## config.mk

```make
export PLATFORM = sky130hd
export DESIGN_NAME = univ_shift_reg
export DESIGN_NICKNAME = d
export VERILOG_FILES = /design/src/rtl/univ_shift_pkg.sv /design/src/rtl/usr_burst_ctrl.sv /design/src/rtl/univ_shift_reg.sv
export SDC_FILE = /design/constraint.sdc
export NUM_CORES = 1
export LEC_CHECK = 0
export CAP_MARGIN = 15
export CORE_MARGIN = 3
export CORE_UTILIZATION = 39
export CTS_CLUSTER_SIZE = 16
export DETAILED_ROUTE_END_ITERATION = 8
export HOLD_SLACK_MARGIN = 0.03
export PLACE_DENSITY = 0.73
export SLEW_MARGIN = 20
export SYNTH_ARGS = -nofsm -noshare
export SYNTH_HDL_FRONTEND = slang
export SYNTH_HIERARCHICAL = 1
export SYNTH_SLANG_ARGS = --single-unit
```

## constraint.sdc

```tcl
create_clock -name clk -period 1.3 [get_ports clk]
set_clock_uncertainty 0.05 [all_clocks]
set_input_delay 0.195 -clock clk [delete_from_list [all_inputs] [get_ports clk]]
set_output_delay 0.195 -clock clk [all_outputs]
set_load 0.02 [all_outputs]
```

## src/rtl/univ_shift_pkg.sv

```systemverilog
// Shared encodings for the universal shift register: per-cycle mode codes and burst FSM states.
// No logic lives here; the package is imported by the controller and the top level.
package univ_shift_pkg;

  typedef enum logic [1:0] {
    MODE_HOLD = 2'b00,
    MODE_SHR  = 2'b01,
    MODE_SHL  = 2'b10,
    MODE_LOAD = 2'b11
  } mode_e;

  typedef enum logic {
    ST_IDLE  = 1'b0,
    ST_BURST = 1'b1
  } state_e;

  localparam logic DIR_RIGHT = 1'b0;
  localparam logic DIR_LEFT  = 1'b1;

endpackage

```

## src/rtl/usr_burst_ctrl.sv

```systemverilog
// Burst engine: latches a clamped shift count and direction on start, then enables one shift per cycle.
// Latency: start at edge k gives shifts at k+1..k+n and a registered done pulse after k+n; inputs ignored while busy.
module usr_burst_ctrl
  import univ_shift_pkg::*;
#(
  parameter int WIDTH = 4,
  parameter int CNT_W = $clog2(WIDTH + 1)
) (
  input  logic             clk,
  input  logic             rst,
  input  logic             start,
  input  logic [CNT_W-1:0] count,
  input  logic             dir,
  output logic             shift_en,
  output logic             shift_left,
  output logic             mode_en,
  output logic             busy,
  output logic             done
);

  state_e           state_q, state_d;
  logic [CNT_W-1:0] cnt_q, cnt_d;
  logic             dir_q, dir_d;
  logic             done_q, done_d;
  logic [CNT_W-1:0] count_clamped;

  assign count_clamped = (count > CNT_W'(WIDTH)) ? CNT_W'(WIDTH) : count;

  always_comb begin
    state_d = state_q;
    cnt_d   = cnt_q;
    dir_d   = dir_q;
    done_d  = 1'b0;
    case (state_q)
      ST_IDLE: begin
        if (start) begin
          if (count_clamped != '0) begin
            state_d = ST_BURST;
            cnt_d   = count_clamped;
            dir_d   = dir;
          end else begin
            // A zero-length burst still owes its requester a completion pulse.
            done_d = 1'b1;
          end
        end
      end
      ST_BURST: begin
        cnt_d = cnt_q - CNT_W'(1);
        if (cnt_q == CNT_W'(1)) begin
          state_d = ST_IDLE;
          done_d  = 1'b1;
        end
      end
      default: state_d = ST_IDLE;
    endcase
  end

  always_ff @(posedge clk or negedge rst) begin
    if (!rst) begin
      state_q <= ST_IDLE;
      cnt_q   <= '0;
      dir_q   <= DIR_RIGHT;
      done_q  <= 1'b0;
    end else begin
      state_q <= state_d;
      cnt_q   <= cnt_d;
      dir_q   <= dir_d;
      done_q  <= done_d;
    end
  end

  assign shift_en   = (state_q == ST_BURST);
  assign shift_left = dir_q;
  assign mode_en    = (state_q == ST_IDLE) && !start;
  assign busy       = (state_q == ST_BURST);
  assign done       = done_q;

endmodule

```

## src/rtl/univ_shift_reg.sv

```systemverilog
// Universal shift register: hold / shift right / shift left / load per cycle, plus autonomous shift bursts.
// Mode ops visible after the sampling edge; during a burst mode/start are ignored. UNIV_SHIFT_ROTATE_EN adds rot.
module univ_shift_reg
  import univ_shift_pkg::*;
#(
  parameter  int WIDTH = 4,
  localparam int CNT_W = $clog2(WIDTH + 1)
) (
  input  logic             clk,
  input  logic             rst,
  input  logic [1:0]       mode,
  input  logic [WIDTH-1:0] I,
  input  logic             sin_r,
  input  logic             sin_l,
  input  logic             start,
  input  logic [CNT_W-1:0] count,
  input  logic             dir,
`ifdef UNIV_SHIFT_ROTATE_EN
  input  logic             rot,
`endif
  output logic [WIDTH-1:0] A,
  output logic             sout_r,
  output logic             sout_l,
  output logic             busy,
  output logic             done
);

  logic [WIDTH-1:0] a_q, a_d;
  logic [WIDTH-1:0] shr_val, shl_val;
  logic             fill_r, fill_l;
  logic             shift_en, shift_left, mode_en;

  usr_burst_ctrl #(
    .WIDTH (WIDTH),
    .CNT_W (CNT_W)
  ) u_burst_ctrl (
    .clk        (clk),
    .rst        (rst),
    .start      (start),
    .count      (count),
    .dir        (dir),
    .shift_en   (shift_en),
    .shift_left (shift_left),
    .mode_en    (mode_en),
    .busy       (busy),
    .done       (done)
  );

`ifdef UNIV_SHIFT_ROTATE_EN
  // Rotation feeds the bit falling off the far end back in, for both mode and burst shifts.
  assign fill_r = rot ? a_q[0]       : sin_r;
  assign fill_l = rot ? a_q[WIDTH-1] : sin_l;
`else
  assign fill_r = sin_r;
  assign fill_l = sin_l;
`endif

  assign shr_val = {fill_r, a_q[WIDTH-1:1]};
  assign shl_val = {a_q[WIDTH-2:0], fill_l};

  always_comb begin
    a_d = a_q;
    if (shift_en) begin
      a_d = shift_left ? shl_val : shr_val;
    end else if (mode_en) begin
      case (mode_e'(mode))
        MODE_SHR:  a_d = shr_val;
        MODE_SHL:  a_d = shl_val;
        MODE_LOAD: a_d = I;
        default:   a_d = a_q;
      endcase
    end
  end

  always_ff @(posedge clk or negedge rst) begin
    if (!rst) begin
      a_q <= '0;
    end else begin
      a_q <= a_d;
    end
  end

  assign A      = a_q;
  assign sout_r = a_q[0];
  assign sout_l = a_q[WIDTH-1];

endmodule

```

==> key figures <==
Synthesis
  – Mapped cell area: 674 um2
  – Synth warn: 6
  – Avg Synthesized Cell Area: 10.2 um2
  – Yosys reg bits: 10
  – Asr flop ratio synth: 100%
  – Top cells by area, synth: dfrtp_1, mux2i_1, mux2_2
  – Synth cell count leaders: dfrtp_1, a21oi_1, mux2i_1
  – Syn nets: 83
  – Ys flop type: dfrtp_1
  – Synth top area share: 37.1%
  – Yosys cell types: 24
  – Post-synthesis sequential area ratio: 37.1%
  – Largest area contributor in the netlist: dfrtp_1
  – Top-count cell post-synth: dfrtp_1
  – Post-Synthesis Cells: 66
  – Post-synth EDFFs: 0

Routing
  – WL/cell: 15.2 um
  – Pre-antenna DRT Iters: 4
  – Vias after detailed routing: 633
  – Routed WL: 1.76 mm
  – Post-DRT Antenna Nets: 0
  – Vias per cell: 5.46
  – Drt drc: 0
  – DRT iter0 DRCs: 18

Place
  – Routability cong.: 0.796
  – Port Buffers: 22
  – HPWL Detailed: 1.28 mm
  – Post-Place Cells: 110

Critical path
  – Crit start category: register
  – Worst path slowest cell: dfrtp_1
  – Slowest cell delay on critical path: 0.41 ns
  – Crit-path cells: buf_6 > mux2_4 > a221o_1
  – Critical path class: reg -> reg
  – Maximum fanout along the worst path: 4
  – Critical path capture point type: register
  – WP data arrival: 1.38 ns
  – Worst EP required: 1.40 ns

Global route
  – First-pass GRT wire length: 2.72 mm
  – Initial antenna violation count: 0
  – Total congestion overflow: 0
  – Vias in the first global route: 602
  – Largest net degree at the start of global routing: 11
  – Total GRT Usage: 17.7%

Clocking
  – CTS tree: yes
  – Max clock buf depth: 2
  – Root buf cell: clkbuf_4
  – Clock buffer count from CTS: 3
  – Worst-path clk slew: 0.07 ns
  – # clock sinks: 10
  – Htree depth: 1
  – Hold-fix buffers, CTS: 0
  – Worst-skew pair later-pin latency: 0.27 ns

Power
  – Flop pwr share: 31.2%
  – Part of the power in combinational logic: 55.3%
  – Final Total Pwr: 2.08 mW
  – Clock power frac: 13.5%
  – Worst VDD drop: 1.18 mV
  – Power density over the cells: 1980 nW/um2
  – Sw frac: 39.9%
  – Net Sw Power: 0.829 mW
  – Internal power component: 1.25 mW
  – P_leak: 0.489 nW

Cells and area
  – Fillers: 132
  – Ant. Diodes: 0
  – Area delta synth->final: 55.5%
  – Nets: 118
  – Ratio of cells with drive above 1 in the final layout: 43.0%
  – Post-route non-filler standard cell count: 116

STA
  – Worst slew margin: 69.5%
  – Tmin final: 1.28 ns
  – RSZ-0062 raised after global routing: yes
  – Final Hold Fails: 0
  – Worst Max-Slew Pin Slew: 0.456 ns
  – Fmax: 782 MHz
  – Tcrit/Tclk final: 98.4%
  – Final Max Tran Viols: 0
  – Final setup viols: 0
  – Hold slack: 0.184 ns

Floorplanning
  – Die width: 47.6 um
  – Starting Density: 43.3%
  – Core ar.: 1560 um2
  – Io pins: 23
  – Die area: 2260 um2
  – FP Rows: 14
  – Die H: 47.6 um

Status
  – Status: finished, final reports clean

Run
  – Max-cap violations: 0

Min path
  – Hold Crit Class: in -> async
power by group through the flow:
stage / Sequential, mW / Combinational (mW) / Clock (mW)
final: 0.648 / 1.15 / 0.281
after global routing: 0.671 / 1.25 / 0.314
after CTS: 0.633 / 1.11 / 0.288
after detailed placement: 0.649 / 1.13 / 0
after global placement: 0.641 / 1.11 / 0
after floorplan: 0.698 / 0.659 / 0
layout by cell type (no fill, tap or decap):
cell type / synthesis / routed
buf_4: 4 / 12
clkdlybuf4s50_1: 0 / 11
dfrtp_1: 10 / 8
a21oi_1: 7 / 6
clkbuf_2: 0 / 6
a211oi_2: 0 / 4
a221o_1: 4 / 4
mux2_2: 4 / 3
mux2i_1: 5 / 3
clkbuf_4: 0 / 3
dlymetal6s2s_1: 0 / 3
nand2_1: 3 / 3
nor2_2: 1 / 2
mux2i_2: 0 / 2
buf_6: 1 / 2
nor2_1: 4 / 2
nand2b_1: 3 / 2
inv_1: 2 / 2
o21ai_0: 2 / 2
a221oi_1: 2 / 2
ha_1: 2 / 2
dfrtp_2: 0 / 2
o21a_4: 1 / 1
nand2b_4: 0 / 1
mux2_4: 0 / 1
a21oi_2: 0 / 1
clkbuf_8: 0 / 1
clkdlybuf4s15_1: 0 / 1
dlygate4sd2_1: 0 / 1
nor2_4: 0 / 1
nor2b_1: 1 / 1
o31ai_1: 1 / 1
a21o_2: 1 / 1
xnor2_1: 1 / 1
mux2_1: 1 / 1
o31a_1: 1 / 1
path summary, 6_finish.rpt:
path | startpoint | endpoint | slack [ns] | cells after the start
worst min register to register | u_burst_ctrl/cnt_q[1] | u_burst_ctrl/cnt_q[1] | 0.51 | 2
min in group clk | start | u_burst_ctrl/done | 0.40 | 4
worst max register to register | A[2] | A[1] | 0.02 | 3
worst min-delay path | rst | A[3] | 0.18 | 1
worst max-delay path | A[2] | A[1] | 0.02 | 3
max in group asynchronous | rst | u_burst_ctrl/busy | 0.68 | 1
flip-flops by register name (all words and copies together) (netlist names):
name and flops:
u_burst_ctrl/done 1, A 4, u_burst_ctrl/shift_left 1, u_burst_ctrl/cnt_q 3, u_burst_ctrl/busy 1
critical path: cells and delay by family (launching register included):
| family | cells | cell delay, ns |
|---|---|---|
| DFF | 1 | 0.41 |
| buffers and inverters | 1 | 0.14 |
| muxes | 1 | 0.26 |
| AOI/OAI and AO/OA | 1 | 0.30 |
per-stage QoR:
step                      area, um2  utilization (%)  setup TNS (ns)  setup WS, ns
after detailed placement        967             62.0           -2.02        -0.289
after global routing           1050             67.3         -0.0763       -0.0535
after CTS                      1030             66.2               0      0.000209
after global placement          967             62.0           -1.82        -0.259
final                          1050             67.3               0        0.0214
after floorplan                 689                -         -0.0111      -0.00276
cells by family after synthesis:
logic type | after synthesis | share of synthesized area (%)
buffers and inverters | 8 | 7.98
flip-flops | 10 | 37.1
AO/OA/AOI/OAI | 23 | 25.6
multiplexers | 10 | 15.8
adder cells (fa/ha/maj) | 2 | 3.71
AND/OR/NAND/NOR | 12 | 8.54
XOR/XNOR | 1 | 1.30
per-layer routing:
metal  track usage (%)  routed length [um]
met3              6.77                  90
met1              22.7                 783
met5                 0                   0
met4              4.84                  11
met2              27.8                 876
area by class of cell:
class | count | area [um2] | area share (%)
inverter | 2 | 7.51 | 0.716
clock buffer | 4 | 36.3 | 3.46
tap | 16 | 20.0 | 1.91
timing repair buffer | 36 | 309 | 29.5
sequential | 10 | 253 | 24.1
multi-input combinational | 48 | 423 | 40.3
repair_timing:
action / in CTS / in global routing
pin swaps: 1 / 1
resized for setup: 15 / 23
setup buffers: 2 / 0
cloned: 0 / 0
endpoints found under the setup margin: 12 / 12
Note: power is estimated with default switching activity, not from simulation.
